==> src/rtl/img_pkg.sv <==
`default_nettype none
// ============================================================================
// Module : img_pkg
// Brief  : Shared definitions for the image-operation sequencer: operation
//          codes, sequencer state encoding, image geometry constants and an
//          op-legality helper.
// Rev    : 1.0  initial release
// ============================================================================
package img_pkg;

  // Engine operation codes as carried on cmd_op / eng_op / done_op
  localparam logic [1:0] OP_MIRROR  = 2'd0;
  localparam logic [1:0] OP_GRAY    = 2'd1;
  localparam logic [1:0] OP_FILTER  = 2'd2;
  localparam logic [1:0] OP_ILLEGAL = 2'd3;

  // Image geometry
  localparam int IMG_DIM = 64;
  localparam int PIX_W   = 24;

  // Sequencer state encoding
  typedef enum logic [1:0] {
    ST_IDLE  = 2'd0,
    ST_START = 2'd1,
    ST_RUN   = 2'd2,
    ST_HOST  = 2'd3
  } seq_state_t;

  // True for codes the engine can execute
  function automatic logic op_is_legal(input logic [1:0] op);
    return (op == OP_MIRROR) || (op == OP_GRAY) || (op == OP_FILTER);
  endfunction

endpackage
`default_nettype wire

==> src/rtl/img_op_sequencer_cmd_fifo.sv <==
`default_nettype none
// ============================================================================
// Module : seq_cmd_fifo
// Brief  : Small synchronous FIFO holding queued operation codes.
//          Registered occupancy count drives full/empty. A push while full is
//          refused even when a pop happens in the same cycle. Flush empties
//          the FIFO and overrides any push or pop in that cycle.
// Ports  : clk, rst_n        clock, asynchronous active-low reset
//          i_flush           discard all entries
//          i_push, i_wdata   write request and data
//          i_pop, o_rdata    read request and head-of-queue data
//          o_count           current occupancy (0..DEPTH)
//          o_full, o_empty   occupancy flags
// Rev    : 1.0  initial release
// ============================================================================
module seq_cmd_fifo #(
  parameter int DEPTH = 4,   // power of two, >= 2
  parameter int WIDTH = 2
) (
  input  logic                     clk,
  input  logic                     rst_n,
  input  logic                     i_flush,
  input  logic                     i_push,
  input  logic [WIDTH-1:0]         i_wdata,
  input  logic                     i_pop,
  output logic [WIDTH-1:0]         o_rdata,
  output logic [$clog2(DEPTH):0]   o_count,
  output logic                     o_full,
  output logic                     o_empty
);

  localparam int PTR_W = $clog2(DEPTH);
  localparam int CNT_W = PTR_W + 1;

  logic [WIDTH-1:0] r_mem [DEPTH];
  logic [PTR_W-1:0] r_wptr;
  logic [PTR_W-1:0] r_rptr;
  logic [CNT_W-1:0] r_count;

  logic w_full;
  logic w_empty;
  logic w_do_push;
  logic w_do_pop;

  assign w_full    = (r_count == CNT_W'(DEPTH));
  assign w_empty   = (r_count == '0);
  // Fullness comes from the registered count only, so a same-cycle pop
  // never opens room for a push.
  assign w_do_push = i_push && !w_full && !i_flush;
  assign w_do_pop  = i_pop  && !w_empty && !i_flush;

  // Pointers are PTR_W wide, so wrap modulo DEPTH falls out naturally.
  always_ff @(posedge clk or negedge rst_n) begin
    if (!rst_n) begin
      r_wptr  <= '0;
      r_rptr  <= '0;
      r_count <= '0;
    end else if (i_flush) begin
      r_wptr  <= '0;
      r_rptr  <= '0;
      r_count <= '0;
    end else begin
      if (w_do_push) begin
        r_wptr <= r_wptr + PTR_W'(1);
      end
      if (w_do_pop) begin
        r_rptr <= r_rptr + PTR_W'(1);
      end
      r_count <= r_count + CNT_W'(w_do_push) - CNT_W'(w_do_pop);
    end
  end

  // Storage needs no reset: entries are only read when the count says valid.
  always_ff @(posedge clk) begin
    if (w_do_push) begin
      r_mem[r_wptr] <= i_wdata;
    end
  end

  assign o_rdata = r_mem[r_rptr];
  assign o_count = r_count;
  assign o_full  = w_full;
  assign o_empty = w_empty;

endmodule
`default_nettype wire

==> src/rtl/img_op_sequencer.sv <==
`default_nettype none
// ============================================================================
// Module : img_op_sequencer
// Brief  : Queues host operation commands, launches one image-engine
//          operation at a time and waits for its completion, and arbitrates
//          the single image-memory port between the engine and the host.
// Config : SEQ_WATCHDOG_EN - when defined, a RUN watchdog aborts an operation
//          after TIMEOUT cycles without eng_done (sets err, flushes the
//          queue, pulses eng_abort). When undefined RUN waits indefinitely
//          and the eng_abort port does not exist.
// Ports  : clk, rst_n                         clock, async active-low reset
//          cmd_valid, cmd_op, cmd_ready       host command queue interface
//          host_req, host_gnt                 host memory-port request/grant
//          host_row/col/we/pix                host memory access
//          eng_start, eng_op, eng_done        engine launch/completion
//          eng_row/col/we/pix                 engine memory access
//          mem_row/col/we/pix                 muxed memory port
//          busy, op_done, done_op, err        status
//          eng_abort (SEQ_WATCHDOG_EN only)   watchdog abort pulse
// Rev    : 1.0  initial release
// ============================================================================
module img_op_sequencer #(
  parameter int          ADDR_W  = $clog2(img_pkg::IMG_DIM),
  parameter int          PIX_W   = img_pkg::PIX_W,
  parameter int          QDEPTH  = 4,
  parameter logic [15:0] TIMEOUT = 16'd20000
) (
  input  logic              clk,
  input  logic              rst_n,
  input  logic              cmd_valid,
  input  logic [1:0]        cmd_op,
  output logic              cmd_ready,
  input  logic              host_req,
  output logic              host_gnt,
  input  logic [ADDR_W-1:0] host_row,
  input  logic [ADDR_W-1:0] host_col,
  input  logic              host_we,
  input  logic [PIX_W-1:0]  host_pix,
  output logic              eng_start,
  output logic [1:0]        eng_op,
  input  logic              eng_done,
  input  logic [ADDR_W-1:0] eng_row,
  input  logic [ADDR_W-1:0] eng_col,
  input  logic              eng_we,
  input  logic [PIX_W-1:0]  eng_pix,
  output logic [ADDR_W-1:0] mem_row,
  output logic [ADDR_W-1:0] mem_col,
  output logic              mem_we,
  output logic [PIX_W-1:0]  mem_pix,
  output logic              busy,
  output logic              op_done,
  output logic [1:0]        done_op,
`ifdef SEQ_WATCHDOG_EN
  output logic              eng_abort,
`endif
  output logic              err
);

  import img_pkg::*;

  localparam int CNT_W = $clog2(QDEPTH) + 1;

  seq_state_t       r_state;
  seq_state_t       w_state_nxt;

  logic             r_alive;      // low only during the first cycle after reset
  logic [1:0]       r_eng_op;
  logic             r_gnt;
  logic             r_op_done;
  logic [1:0]       r_done_op;
  logic             r_err;

  logic             w_fifo_full;
  logic             w_fifo_empty;
  logic [CNT_W-1:0] w_fifo_count;
  logic [1:0]       w_fifo_head;
  logic             w_push;
  logic             w_pop;
  logic             w_flush;

  logic             w_load_op;
  logic             w_set_err;
  logic             w_finish;
  logic             w_timeout;

  // --------------------------------------------------------------------------
  // Command queue
  // --------------------------------------------------------------------------
  assign cmd_ready = r_alive && !w_fifo_full;
  assign w_push    = cmd_valid && cmd_ready;
  assign w_flush   = w_timeout;

  seq_cmd_fifo #(
    .DEPTH (QDEPTH),
    .WIDTH (2)
  ) u_cmd_fifo (
    .clk     (clk),
    .rst_n   (rst_n),
    .i_flush (w_flush),
    .i_push  (w_push),
    .i_wdata (cmd_op),
    .i_pop   (w_pop),
    .o_rdata (w_fifo_head),
    .o_count (w_fifo_count),
    .o_full  (w_fifo_full),
    .o_empty (w_fifo_empty)
  );

  // --------------------------------------------------------------------------
  // RUN watchdog
  // --------------------------------------------------------------------------
`ifdef SEQ_WATCHDOG_EN
  logic [15:0] r_wd_cnt;

  // Counter reads 0 in the first RUN cycle, so the abort lands in RUN cycle
  // number TIMEOUT.
  always_ff @(posedge clk or negedge rst_n) begin
    if (!rst_n) begin
      r_wd_cnt <= '0;
    end else if (r_state == ST_START) begin
      r_wd_cnt <= '0;
    end else if (r_state == ST_RUN) begin
      r_wd_cnt <= r_wd_cnt + 16'd1;
    end
  end

  // A completion arriving in the very cycle of expiry still wins.
  assign w_timeout = (r_state == ST_RUN) && !eng_done &&
                     (r_wd_cnt == TIMEOUT - 16'd1);
  assign eng_abort = w_timeout;
`else
  logic w_unused_timeout;
  assign w_unused_timeout = ^TIMEOUT;
  assign w_timeout        = 1'b0;
`endif

  // --------------------------------------------------------------------------
  // Sequencer FSM
  // --------------------------------------------------------------------------
  always_ff @(posedge clk or negedge rst_n) begin
    if (!rst_n) begin
      r_state <= ST_IDLE;
    end else begin
      r_state <= w_state_nxt;
    end
  end

  always_comb begin
    w_state_nxt = r_state;
    w_pop       = 1'b0;
    w_load_op   = 1'b0;
    w_set_err   = 1'b0;
    w_finish    = 1'b0;
    case (r_state)
      ST_IDLE: begin
        // Host access outranks queued work.
        if (host_req) begin
          w_state_nxt = ST_HOST;
        end else if (!w_fifo_empty) begin
          w_pop = 1'b1;
          if (op_is_legal(w_fifo_head)) begin
            w_load_op   = 1'b1;
            w_state_nxt = ST_START;
          end else begin
            w_set_err = 1'b1;
          end
        end
      end
      ST_START: begin
        w_state_nxt = ST_RUN;
      end
      ST_RUN: begin
        if (eng_done) begin
          w_finish    = 1'b1;
          w_state_nxt = ST_IDLE;
        end else if (w_timeout) begin
          w_state_nxt = ST_IDLE;
        end
      end
      ST_HOST: begin
        if (!host_req) begin
          w_state_nxt = ST_IDLE;
        end
      end
      default: begin
        w_state_nxt = ST_IDLE;
      end
    endcase
  end

  // --------------------------------------------------------------------------
  // Registered status / handshake outputs
  // --------------------------------------------------------------------------
  always_ff @(posedge clk or negedge rst_n) begin
    if (!rst_n) begin
      r_alive   <= 1'b0;
      r_eng_op  <= 2'd0;
      r_gnt     <= 1'b0;
      r_op_done <= 1'b0;
      r_done_op <= 2'd0;
      r_err     <= 1'b0;
    end else begin
      r_alive   <= 1'b1;
      if (w_load_op) begin
        r_eng_op <= w_fifo_head;
      end
      // Grant trails HOST entry by one cycle and drops the cycle after
      // host_req falls.
      r_gnt     <= (r_state == ST_HOST) && host_req;
      r_op_done <= w_finish;
      if (w_finish) begin
        r_done_op <= r_eng_op;
      end
      if (w_set_err || w_timeout) begin
        r_err <= 1'b1;
      end
    end
  end

  assign eng_start = (r_state == ST_START);
  assign eng_op    = r_eng_op;
  assign host_gnt  = r_gnt;
  assign op_done   = r_op_done;
  assign done_op   = r_done_op;
  assign err       = r_err;
  assign busy      = (r_state != ST_IDLE) || (w_fifo_count != '0);

  // --------------------------------------------------------------------------
  // Memory port mux, selected by registered state only
  // --------------------------------------------------------------------------
  always_comb begin
    mem_row = '0;
    mem_col = '0;
    mem_we  = 1'b0;
    mem_pix = '0;
    case (r_state)
      ST_START, ST_RUN: begin
        mem_row = eng_row;
        mem_col = eng_col;
        mem_we  = eng_we;
        mem_pix = eng_pix;
      end
      ST_HOST: begin
        if (r_gnt) begin
          mem_row = host_row;
          mem_col = host_col;
          mem_we  = host_we;
          mem_pix = host_pix;
        end
      end
      default: begin
        mem_we = 1'b0;
      end
    endcase
  end

endmodule
`default_nettype wire
==> config.mk <==
export PLATFORM = sky130hd
export DESIGN_NAME = img_op_sequencer
export DESIGN_NICKNAME = d
export VERILOG_FILES = /design/src/rtl/img_pkg.sv /design/src/rtl/img_op_sequencer_cmd_fifo.sv /design/src/rtl/img_op_sequencer.sv
export SDC_FILE = /design/constraint.sdc
export NUM_CORES = 1
export LEC_CHECK = 0
export CAP_MARGIN = 20
export CORE_MARGIN = 5
export CORE_UTILIZATION = 38
export CTS_BUF_LIST = sky130_fd_sc_hd__clkbuf_4
export DETAILED_ROUTE_END_ITERATION = 16
export GPL_ROUTABILITY_DRIVEN = 0
export PLACE_DENSITY = 0.86
export SYNTH_ARGS = -nofsm -noshare
export SYNTH_HDL_FRONTEND = slang
export SYNTH_HIERARCHICAL = 1
export SYNTH_SLANG_ARGS = --single-unit
==> constraint.sdc <==
create_clock -name clk -period 3.75 [get_ports clk]
set_input_delay 0.75 -clock clk [delete_from_list [all_inputs] [get_ports clk]]
set_output_delay 0.75 -clock clk [all_outputs]
set_load 0.05 [all_outputs]
== Yosys cells after proc, flatten, opt, wreduce, memory -nomap -nowiden ==
Memory sizes are Yosys's and may differ from the RTL's.
Cells that the tools add are included.

* Add/sub/neg operators: 4
* Multiply operators: 0
* Equal/unequal tests: 10
* Bitwise gates (word level): 0
* Divide/modulo/power cells: 0
* Reduce and logical (&&, ||, !) cells: 17
* Muxes and demuxes: 29
* Shift operators: 0
* Order comparisons: 0

{| class="wikitable"
|+ Operator list
! kind !! count
|-
| $pmux 24 s2 || 1
|-
| $mux 24 || 1
|-
| $pmux 6 s2 || 2
|-
| $mux 1 || 16
|-
| $mux 6 || 2
|-
| $mux 2 || 5
|-
| $pmux 2 s4 || 1
|-
| $eq 2x2->1 const B || 3
|-
| $ne 3x3->1 const B || 2
|-
| $logic_and 1x1->1 || 5
|-
| $add 2x1->2 const B || 2
|-
| $eq 2x1->1 const B || 2
|-
| $logic_not 2->1 || 2
|-
| $ne 2x2->1 const B || 2
|-
| $reduce_and 4->1 || 1
|-
| $add 3x1->3 || 1
|-
| $eq 3x3->1 const B || 1
|-
| $logic_not 3->1 || 1
|-
| $logic_or 1x1->1 || 3
|-
| $reduce_bool 3->1 || 1
|-
| $sub 3x1->3 || 1
|-
| $logic_not 1->1 || 2
|-
| $pmux 1 s2 || 1
|-
| $reduce_bool 2->1 || 1
|-
| $reduce_or 2->1 || 1
|}

* Register bits: 17
* Memories: 1
* Bits in latches: 0
* Bits in writable memories: 8
* Bits of input ports: 81
* Bits in read-only memories: 0

{| class="wikitable"
|+ Memories
! memory !! words !! bits a word !! rd ports !! clocked after memory_dff !! write ports !! line !! source
|-
| u_cmd_fifo.r_mem || 4 || 2 || 1 || 0 || 1 || img_op_sequencer_cmd_fifo.sv:35 || <nowiki>logic [WIDTH-1:0] r_mem [DEPTH];</nowiki>
|}

== Depth between registers and ports, before layout ==
An unclocked memory read counts as a cell.

* Depth after elaboration: 8
* Gate-level depth with buffers: 13

== Cells and area by module ==
Netlist, hierarchy kept.

{| class="wikitable"
|+ By module, submodules not included
! module !! seq. area each (sq um) !! area each (sq um) !! instances !! cells an instance
|-
| img_op_sequencer || 250.2 || 979.7 || 1 || 131
|-
| seq_cmd_fifo || 415.4 || 745.7 || 1 || 56
|}

== Worst setup path before layout ==
OpenSTA, ideal clock, no wires.

* Path type: reg-to-reg
* Start: reg u_cmd_fifo.r_count[2], in the netlist u_cmd_fifo/o_count[2]
* End: reg u_cmd_fifo.r_count[2], in the netlist u_cmd_fifo/o_count[2]
* Period minus slack after synthesis: 3.153 ns
* Setup slack: 0.597 ns
* Data arrival time: 3.034 ns
* Data required time: 3.631 ns
* Stages on the path, launching flop included: 14
* Cell sequence: dfrtp_1 > nor3b_2 > nor2b_1 > and2_1 > inv_1 > nor3_2 > inv_1 > ha_1 > inv_1 > ha_1 > inv_1 > fa_1 > xnor2_1 > nor2_1

* Word-level cells in the longest chain between the ends: 7
* Elaborated cells between the ends (all ways): 13
* Those cells by class: add/sub: 2; eq/ne: 1; mux: 3; reduce/logical: 7

{| class="wikitable"
|+ RTL lines
! element !! line !! source
|-
| start: declaration || img_op_sequencer_cmd_fifo.sv:38 || <nowiki>logic [CNT_W-1:0] r_count;</nowiki>
|-
| start signal: assignment || img_op_sequencer_cmd_fifo.sv:69 || <nowiki>r_count <= r_count + CNT_W'(w_do_push) - CNT_W'(w_do_pop);</nowiki>
|-
| $eq 3x3->1 || img_op_sequencer_cmd_fifo.sv:45 || <nowiki>assign w_full = (r_count == CNT_W'(DEPTH));</nowiki>
|-
| via w_fifo_full || img_op_sequencer.sv:73 || <nowiki>logic w_fifo_full;</nowiki>
|-
| $logic_not 1->1 || img_op_sequencer.sv:89 || <nowiki>assign cmd_ready = r_alive && !w_fifo_full;</nowiki>
|-
| $logic_and 1x1->1 || img_op_sequencer.sv:89 ||
|-
| via cmd_ready || img_op_sequencer.sv:32 || <nowiki>output logic cmd_ready,</nowiki>
|-
| $logic_and 1x1->1 || img_op_sequencer.sv:90 || <nowiki>assign w_push = cmd_valid && cmd_ready;</nowiki>
|-
| via w_push || img_op_sequencer.sv:77 || <nowiki>logic w_push;</nowiki>
|-
| $logic_and 1x1->1 || img_op_sequencer_cmd_fifo.sv:49 || <nowiki>assign w_do_push = i_push && !w_full && !i_flush;</nowiki>
|-
| $add 3x1->3 || img_op_sequencer_cmd_fifo.sv:69 ||
|-
| $sub 3x1->3 || img_op_sequencer_cmd_fifo.sv:69 ||
|}

The timed path passes the listed nets, and every way through them passes these cells.
A chain may end at the register's enable or synchronous reset.

== Worst setup path in the final report ==
* Start: reg r_state[0]
* End: out mem_pix[19]

* Word-level cells in the longest chain between the ends: 3
* Elaborated cells between the ends (all ways): 5
* Those cells by class: eq/ne: 3; mux: 1; reduce/logical: 1

{| class="wikitable"
|+ RTL lines
! element !! line !! source
|-
| start: declaration || img_op_sequencer.sv:63 || <nowiki>seq_state_t r_state;</nowiki>
|-
| start signal: assignment || img_op_sequencer.sv:144 || <nowiki>r_state <= w_state_nxt;</nowiki>
|-
| $eq 2x1->1 / $eq 2x2->1 (equally long branches) || img_op_sequencer.sv:236 || <nowiki>case (r_state)</nowiki>
|-
| $reduce_or 2->1 || img_op_sequencer.sv:236 ||
|-
| $pmux 24 s2 (*) || img_op_sequencer.sv:236 ||
|-
| end: declaration || img_op_sequencer.sv:49 || <nowiki>output logic [PIX_W-1:0] mem_pix,</nowiki>
|}

Mark *: on every way between the ends. The rest lies on a longest branch, timed or not.

==> metrics list <==
* Result of the run: completed
- Of the synthesized area, sequential elements account for 38.6%.
- In this run, the number of DRC markers left after iteration 0 of detailed routing was 70.
- The synthesized design contains 8 enable-type register cells.
* Area growth syn-to-layout: 77.0%
* Measured slew at the worst slew-check pin: 0.781 ns
- Among all flip-flop cells after synthesis, the most frequent one is sky130_fd_sc_hd__dfrtp_1.
* Source of the worst register-to-register timing path: r_state[0]$_DFFE_PN0P_
- In the post-synthesis netlist, the biggest area contributors are sky130_fd_sc_hd__dfrtp_1, sky130_fd_sc_hd__a22oi_1, sky130_fd_sc_hd__edfxtp_1.
* Count of H-tree levels built during CTS: 1
- Clock share of power: 5.3%
* Final cycle utilization of the critical path: 89.7%
- At the end of the flow, the number of nets in the layout was 403.
* Slowest stage cell on the critical path: sky130_fd_sc_hd__clkdlybuf4s50_1
* Largest vdd supply drop: 366 uV
- CTS tree: done
* Core region area: 0.00438 sq mm
- In this run, synthesis produced a sequential element count of 25.
- HPWL reported at the end of detailed placement: 5130 um
* Sw Ratio: 57.4%
* Inserted Clock Buffers: 3
- The worst hold path terminates at err$_DFFE_PN0P_.
* Number of library cell types mapped by synthesis: 37
* Full die area: 0.00599 sq mm
- Netlist area before placement: 0.00173 sq mm
* Gate power share: 79.7%
* Final Hold Violating Endpoints: 0
- Worst Setup End Kind: output pin
* Synthesized Nets: 280
* Diode insertion count for antenna repair: 0
- Antenna violations before repair: 0
- Req. time, crit path: 3.00 ns
- Top cell type by total area after synthesis: sky130_fd_sc_hd__dfrtp_1
- The floorplan has 24 rows.
* Critical path class: flop to output pin
- Traced cell by cell, the critical path runs through inv_1 -> ha_1 -> buf_4 -> a22oi_1 -> nor2_1 -> clkdlybuf4s50_1.
* Average cell area after synthesis: 9.23 sq um
- After clock tree synthesis, the repair step resized 0 gates.
* Unrepaired setup endpoints after global routing: false
- Start point of the worst min-delay path: err$_DFFE_PN0P_
* Cells after synthesis: 187
- The count of buffers added on input and output ports is 127.
* Remaining DRCs: 0
* Startpoint type of the worst setup path: flop
- Dividing the detail-routed via count by the number of cells gives 5.19.
* Worst slew margin relative to its limit: 47.7%
- The routed design has 6260 um of wire.
* Design Power: 2.42 mW
- The number of max-slew violations in the final report came to 0.
* Worst-case register-to-register setup slack: 1.00 ns
- CP max FO: 37
- The worst register-to-register path has a depth of 13.
- Commonest cells in the netlist: sky130_fd_sc_hd__nor2_1, sky130_fd_sc_hd__a22oi_1, sky130_fd_sc_hd__dfrtp_1
* Power per cell area: 792 mW/mm^2
- Summed over all failing endpoints, the final setup total negative slack is 0 ns.
- The floorplan step set the die width to 77.4 um.
- Boundary Pins: 128
- For this design, the sink count on the clock tree is 25.
* Worst hold path class: flop to flop
- The number of global-route vias before repair came to 1844.
* Slowest stage delay, CP: 0.82 ns
- The routed design could run at a clock period as short as 3.36 ns.
- Setup violations remaining at the end of the flow were counted as 0.
- Clock-pin slew on the worst setup and hold paths: 0.13 ns
- Once the clock tree was built, the setup fixing pass inserted 0 buffers.
- Counting flops with an async set or reset pin after synthesis yields a share of 68.0%.
- Proportion of power drawn by flip-flops and latches: 14.9%
* Die height: 77.4 um
* Router iterations before antenna repair: 4
- Net switching component of the power: 1.39 mW
- The first global-routing pass estimated 10200 um of wire.
- Across every metal layer, demand over resource in global routing totals 20.7%.
- Cells with a size suffix above 1 make up 7.77% of the layout.
- Worst hold path cell count: 1
- Clock latency on the worst-skew pair, taken at its later pin, is 0.33 ns.
* Maximum number of pins on one net before global-route repair: 38
* Cell-internal power: 1.03 mW
* YS warnings: 6
- Based on the critical path, the design can be clocked at up to 297 MHz.
- Clock skew on the completed layout was measured at 0.00959 ns.
- Once detail routing completed, the nets flagged for antenna violations numbered 0.
- Once the floorplan was initialized, standard cells occupied 39.4% of the core.
- Summed over its instances, the top area cell type makes up 24.7% of the synthesized netlist area.
* Endpoint arrival time on the critical path: 2.61 ns
- Number of hold-repair buffers added at the cts stage: 0
- Via Count: 1874
- The longest clock path from root to sink contains 2 buffers.
- Among all cell types in the netlist, the one instantiated most often is sky130_fd_sc_hd__nor2_1.
- Final global-route overflow total: 0
- Average wire length per cell after detail routing: 17.3 um
- Summed over all cells, the static leakage comes to 1.25 nW.
- Root Driver: sky130_fd_sc_hd__clkbuf_4
- Max-capacitance violation count: 0
* Destination of the worst register-to-register timing path: u_cmd_fifo/o_count[2]$_DFF_PN0_
==> worst max-delay path: cells and delay by family, from the launching register on <==
family                   cells  cell delay (ns)
buffers and inverters        3             1.27
flip-flops                   1             0.43
adder cells (fa/ha/maj)      1             0.29
AO/OA/AOI/OAI                1             0.16
AND/OR/NAND/NOR              1             0.13
==> cells in the final DEF, fill, tap and decap left out, types with 3 or more instances in the layout <==
cell type / n
sky130_fd_sc_hd__a21oi_1: 3
sky130_fd_sc_hd__a22oi_1: 37
sky130_fd_sc_hd__and2_1: 6
sky130_fd_sc_hd__buf_4: 8
sky130_fd_sc_hd__clkbuf_4: 3
sky130_fd_sc_hd__clkdlybuf4s50_1: 123
sky130_fd_sc_hd__dfrtp_1: 17
sky130_fd_sc_hd__edfxtp_1: 8
sky130_fd_sc_hd__ha_1: 11
sky130_fd_sc_hd__inv_1: 9
sky130_fd_sc_hd__nand2_1: 3
sky130_fd_sc_hd__nor2_1: 44
sky130_fd_sc_hd__nor2b_1: 3
sky130_fd_sc_hd__xor2_1: 3
==> state kept, by name, indices dropped and copies added (netlist names), 2 cells and up <==
name	count
done_op	2
eng_op	2
r_state	2
u_cmd_fifo/o_count	3
u_cmd_fifo/r_mem	8
u_cmd_fifo/r_rptr	2
u_cmd_fifo/r_wptr	2
==> layout make-up <==
cell class	count	area [sq um]
multi-input cells	139	963
well taps	52	65.1
fillers	338	1330
repair buffers	131	1290
clock buffers	3	22.5
flip-flops and latches	25	666
clock inverters	1	8.76
inverters	10	37.5
==> metrics by stage <==
| stage | hold slack, ns | setup WS (ns) | utilization, % | std cells | instance area [sq um] |
|---|---|---|---|---|---|
| global placement | 0.476 | 0.623 | 68.9 | 357 | 3020 |
| detailed placement | 0.483 | 0.567 | 68.9 | 357 | 3020 |
| floorplan | 0.454 | 0.597 | - | 187 | 1730 |
| global route | 0.542 | 0.193 | 69.7 | 361 | 3050 |
| finish | 0.508 | 0.388 | 69.7 | 361 | 3050 |
| CTS | 0.514 | 0.364 | 69.7 | 361 | 3050 |
==> power groups by stage <==
stage	registers, mW	clock network [mW]	logic [mW]
after detailed placement	0.369	0	1.93
final	0.362	0.129	1.93
after global placement	0.368	0	1.92
after floorplan	0.466	0	1.21
after CTS	0.363	0.135	1.94
after global routing	0.371	0.144	2.04
==> logic make-up after synthesis <==
| kind of cell | after synthesis | synth area share, % |
|---|---|---|
| AO/OA/AOI/OAI | 51 | 21.9 |
| XOR/XNOR | 4 | 2.03 |
| adder cells (fa/ha/maj) | 12 | 9.14 |
| buffers and inverters | 23 | 5.58 |
| flip-flops | 25 | 38.6 |
| multiplexers | 5 | 4.50 |
| other | 2 | 0.435 |
| AND/OR/NAND/NOR | 65 | 17.8 |
==> per-layer routing <==
layer / global-route usage (%) / share of wire [%]
met5: 0 / 0
met4: 2.41 / 0.91
met3: 6.25 / 8.8
met2: 36.2 / 52
met1: 25.9 / 38
==> worst max path at each step <==
stage                                          startpoint                         endpoint  slack (ns)
final                              r_state[0]$_DFFE_PN0P_                      mem_pix[19]        0.39
after global routing               r_state[0]$_DFFE_PN0P_                       mem_row[2]        0.19
after CTS                          r_state[0]$_DFFE_PN0P_                      mem_pix[19]        0.36
after detailed placement                         host_req  u_cmd_fifo/o_count[2]$_DFF_PN0_        0.57
after global placement                           host_req  u_cmd_fifo/o_count[2]$_DFF_PN0_        0.62
after floorplan           u_cmd_fifo/o_count[2]$_DFF_PN0_  u_cmd_fifo/o_count[2]$_DFF_PN0_        0.60
Power figures use the tool's default switching activity.
==> variant, RTL diff (same settings) <==
The option `SEQ_WATCHDOG_EN` is turned on by a define.
--- a/src/rtl/img_op_sequencer.sv
+++ b/src/rtl/img_op_sequencer.sv
@@ -19,6 +19,8 @@
 //          eng_abort (SEQ_WATCHDOG_EN only)   watchdog abort pulse
 // Rev    : 1.0  initial release
 // ============================================================================
+`define SEQ_WATCHDOG_EN
+
 module img_op_sequencer #(
   parameter int          ADDR_W  = $clog2(img_pkg::IMG_DIM),
   parameter int          PIX_W   = img_pkg::PIX_W,
Formal check against the unedited RTL (old outputs only; new: eng_abort): no difference found for any inputs over 10 cycles, from zero or initial values and one cycle with rst_n low; that may be too few to reach the edited logic, so the function may still have changed.
==> variant against the original RTL <==
Sequential share of layout area rose by 1.7 points; worst hold slack is essentially flat; synthesized cell count up 57%; power increased by 68%; worst setup slack improved by 310 ps; wire length up 30%; final area grew 48%; clock power rose by 120%; synthesized area is 57% higher; via count is 44% higher; sequential cell count increased by 16; critical path type unchanged; highest routed layer unchanged.
==> variant: results (changes against the original RTL) <==
Clock tree
  – CTS H-tree depth: 2 (was 1)
  – Cts bufs inserted: 5 (was 3)
  – Worst skew pair latency: 360 ps (was 330 ps)

Run status
  – Status: finished clean (unchanged)

Place
  – DP HPWL: 6340 um (was 5130 um)
  – Post-placement setup slack: 469 ps (was 567 ps)
  – Port bufs: 128 (was 127)
  – Placed Area: 4450 um^2 (was 3020 um^2)

Pwr
  – Worst vdd ir: 0.569 mV (was 0.366 mV)
  – Internal Dissipation: 2.03 mW (was 1.03 mW)

Route
  – Final wirelength: 8110 um (was 6260 um)
  – Via count: 2706 (was 1874)
  – Drt first-iter violations: 173 (was 70)

GRT
  – First-pass GRT wire length: 13200 um (was 10200 um)
  – Gr usage total: 0.188 (was 0.207)

Final layout
  – Max reg flops: 16 (was 8)
  – Final nets: 510 (was 403)
  – Reg with most FFs: r_wd_cnt (was u_cmd_fifo/r_mem)
  – Fraction of layout cells with a size suffix above 1: 0.165 (was 0.0777)
  – Fillers: 510 (was 338)

Yosys
  – Adder-cell area share of the yosys netlist: 0.0582 (was 0.0914)
  – Syn_nets: 387 (was 280)
  – Avg Synthesized Cell Area: 9.21 um^2 (was 9.23 um^2)
  – Synth area leaders: dfrtp_1 30%, a22oi_1 10%, edfxtp_1 8.9% (was dfrtp_1 25%, a22oi_1 16%, edfxtp_1 14%)
  – Synth Area in XOR/XNOR: 0.0162 (was 0.0203)
  – Commonest cells in the netlist: 56 x nor2_1, 37 x a22oi_1, 33 x dfrtp_1 (was 44 x nor2_1, 37 x a22oi_1, 17 x dfrtp_1)
  – Compound-gate portion of the synthesized area: 0.177 (was 0.219)
  – Register area share after synthesis: 0.394 (was 0.386)

Timing
  – Clock Skew: 24.1 ps (was 9.59 ps)
  – Slew headroom: 0.612 (was 0.477)
  – Hold WS: 508 ps (about the same)

Worst setup path
  – Reg2Reg Setup Slack: 750 ps (was 1000 ps)
  – CP arrival: 2300 ps (was 2610 ps)
  – Crit path to: busy (was mem_pix[19])
  – CP max FO: 41 (was 37)
  – Launching point of the worst reg2reg path: r_wd_cnt[0]$_DFFE_PN0N_ (was r_state[0]$_DFFE_PN0P_)

Job
  – Max Cap Violations: 0 (unchanged)
-- variant: power by group through the flow --
stage | Sequential (mW) | Clock [mW] | Combinational, mW
2_1_floorplan | 0.820 | 0 | 1.71
3_3_place_gp | 0.737 | 0 | 2.98
3_5_place_dp | 0.752 | 0 | 3.04
4_1_cts | 0.746 | 0.292 | 3.05
5_1_grt | 0.772 | 0.310 | 3.22
6_report | 0.747 | 0.285 | 3.03
-- variant: worst max-delay path: stages (launching register included) --
cell     delay, ps
dfrtp_1        440
inv_1          100
ha_1           180
buf_4          380
or4b_2         630
buf_4          210
-- variant: cell type report --
cell class / instances / share of cell area
repair buffers: 134 / 0.373
inverters: 23 / 0.0191
flip-flops and latches: 41 / 0.235
clock inverters: 3 / 0.00911
well taps: 96 / 0.0265
multi-input cells: 212 / 0.328
clock buffers: 5 / 0.00828
-- variant: routing by layer --
metal / wire, um / track usage
met4: 210 / 0.0710
met3: 764 / 0.0645
met5: 0 / 0
met1: 2910 / 0.197
met2: 4220 / 0.343
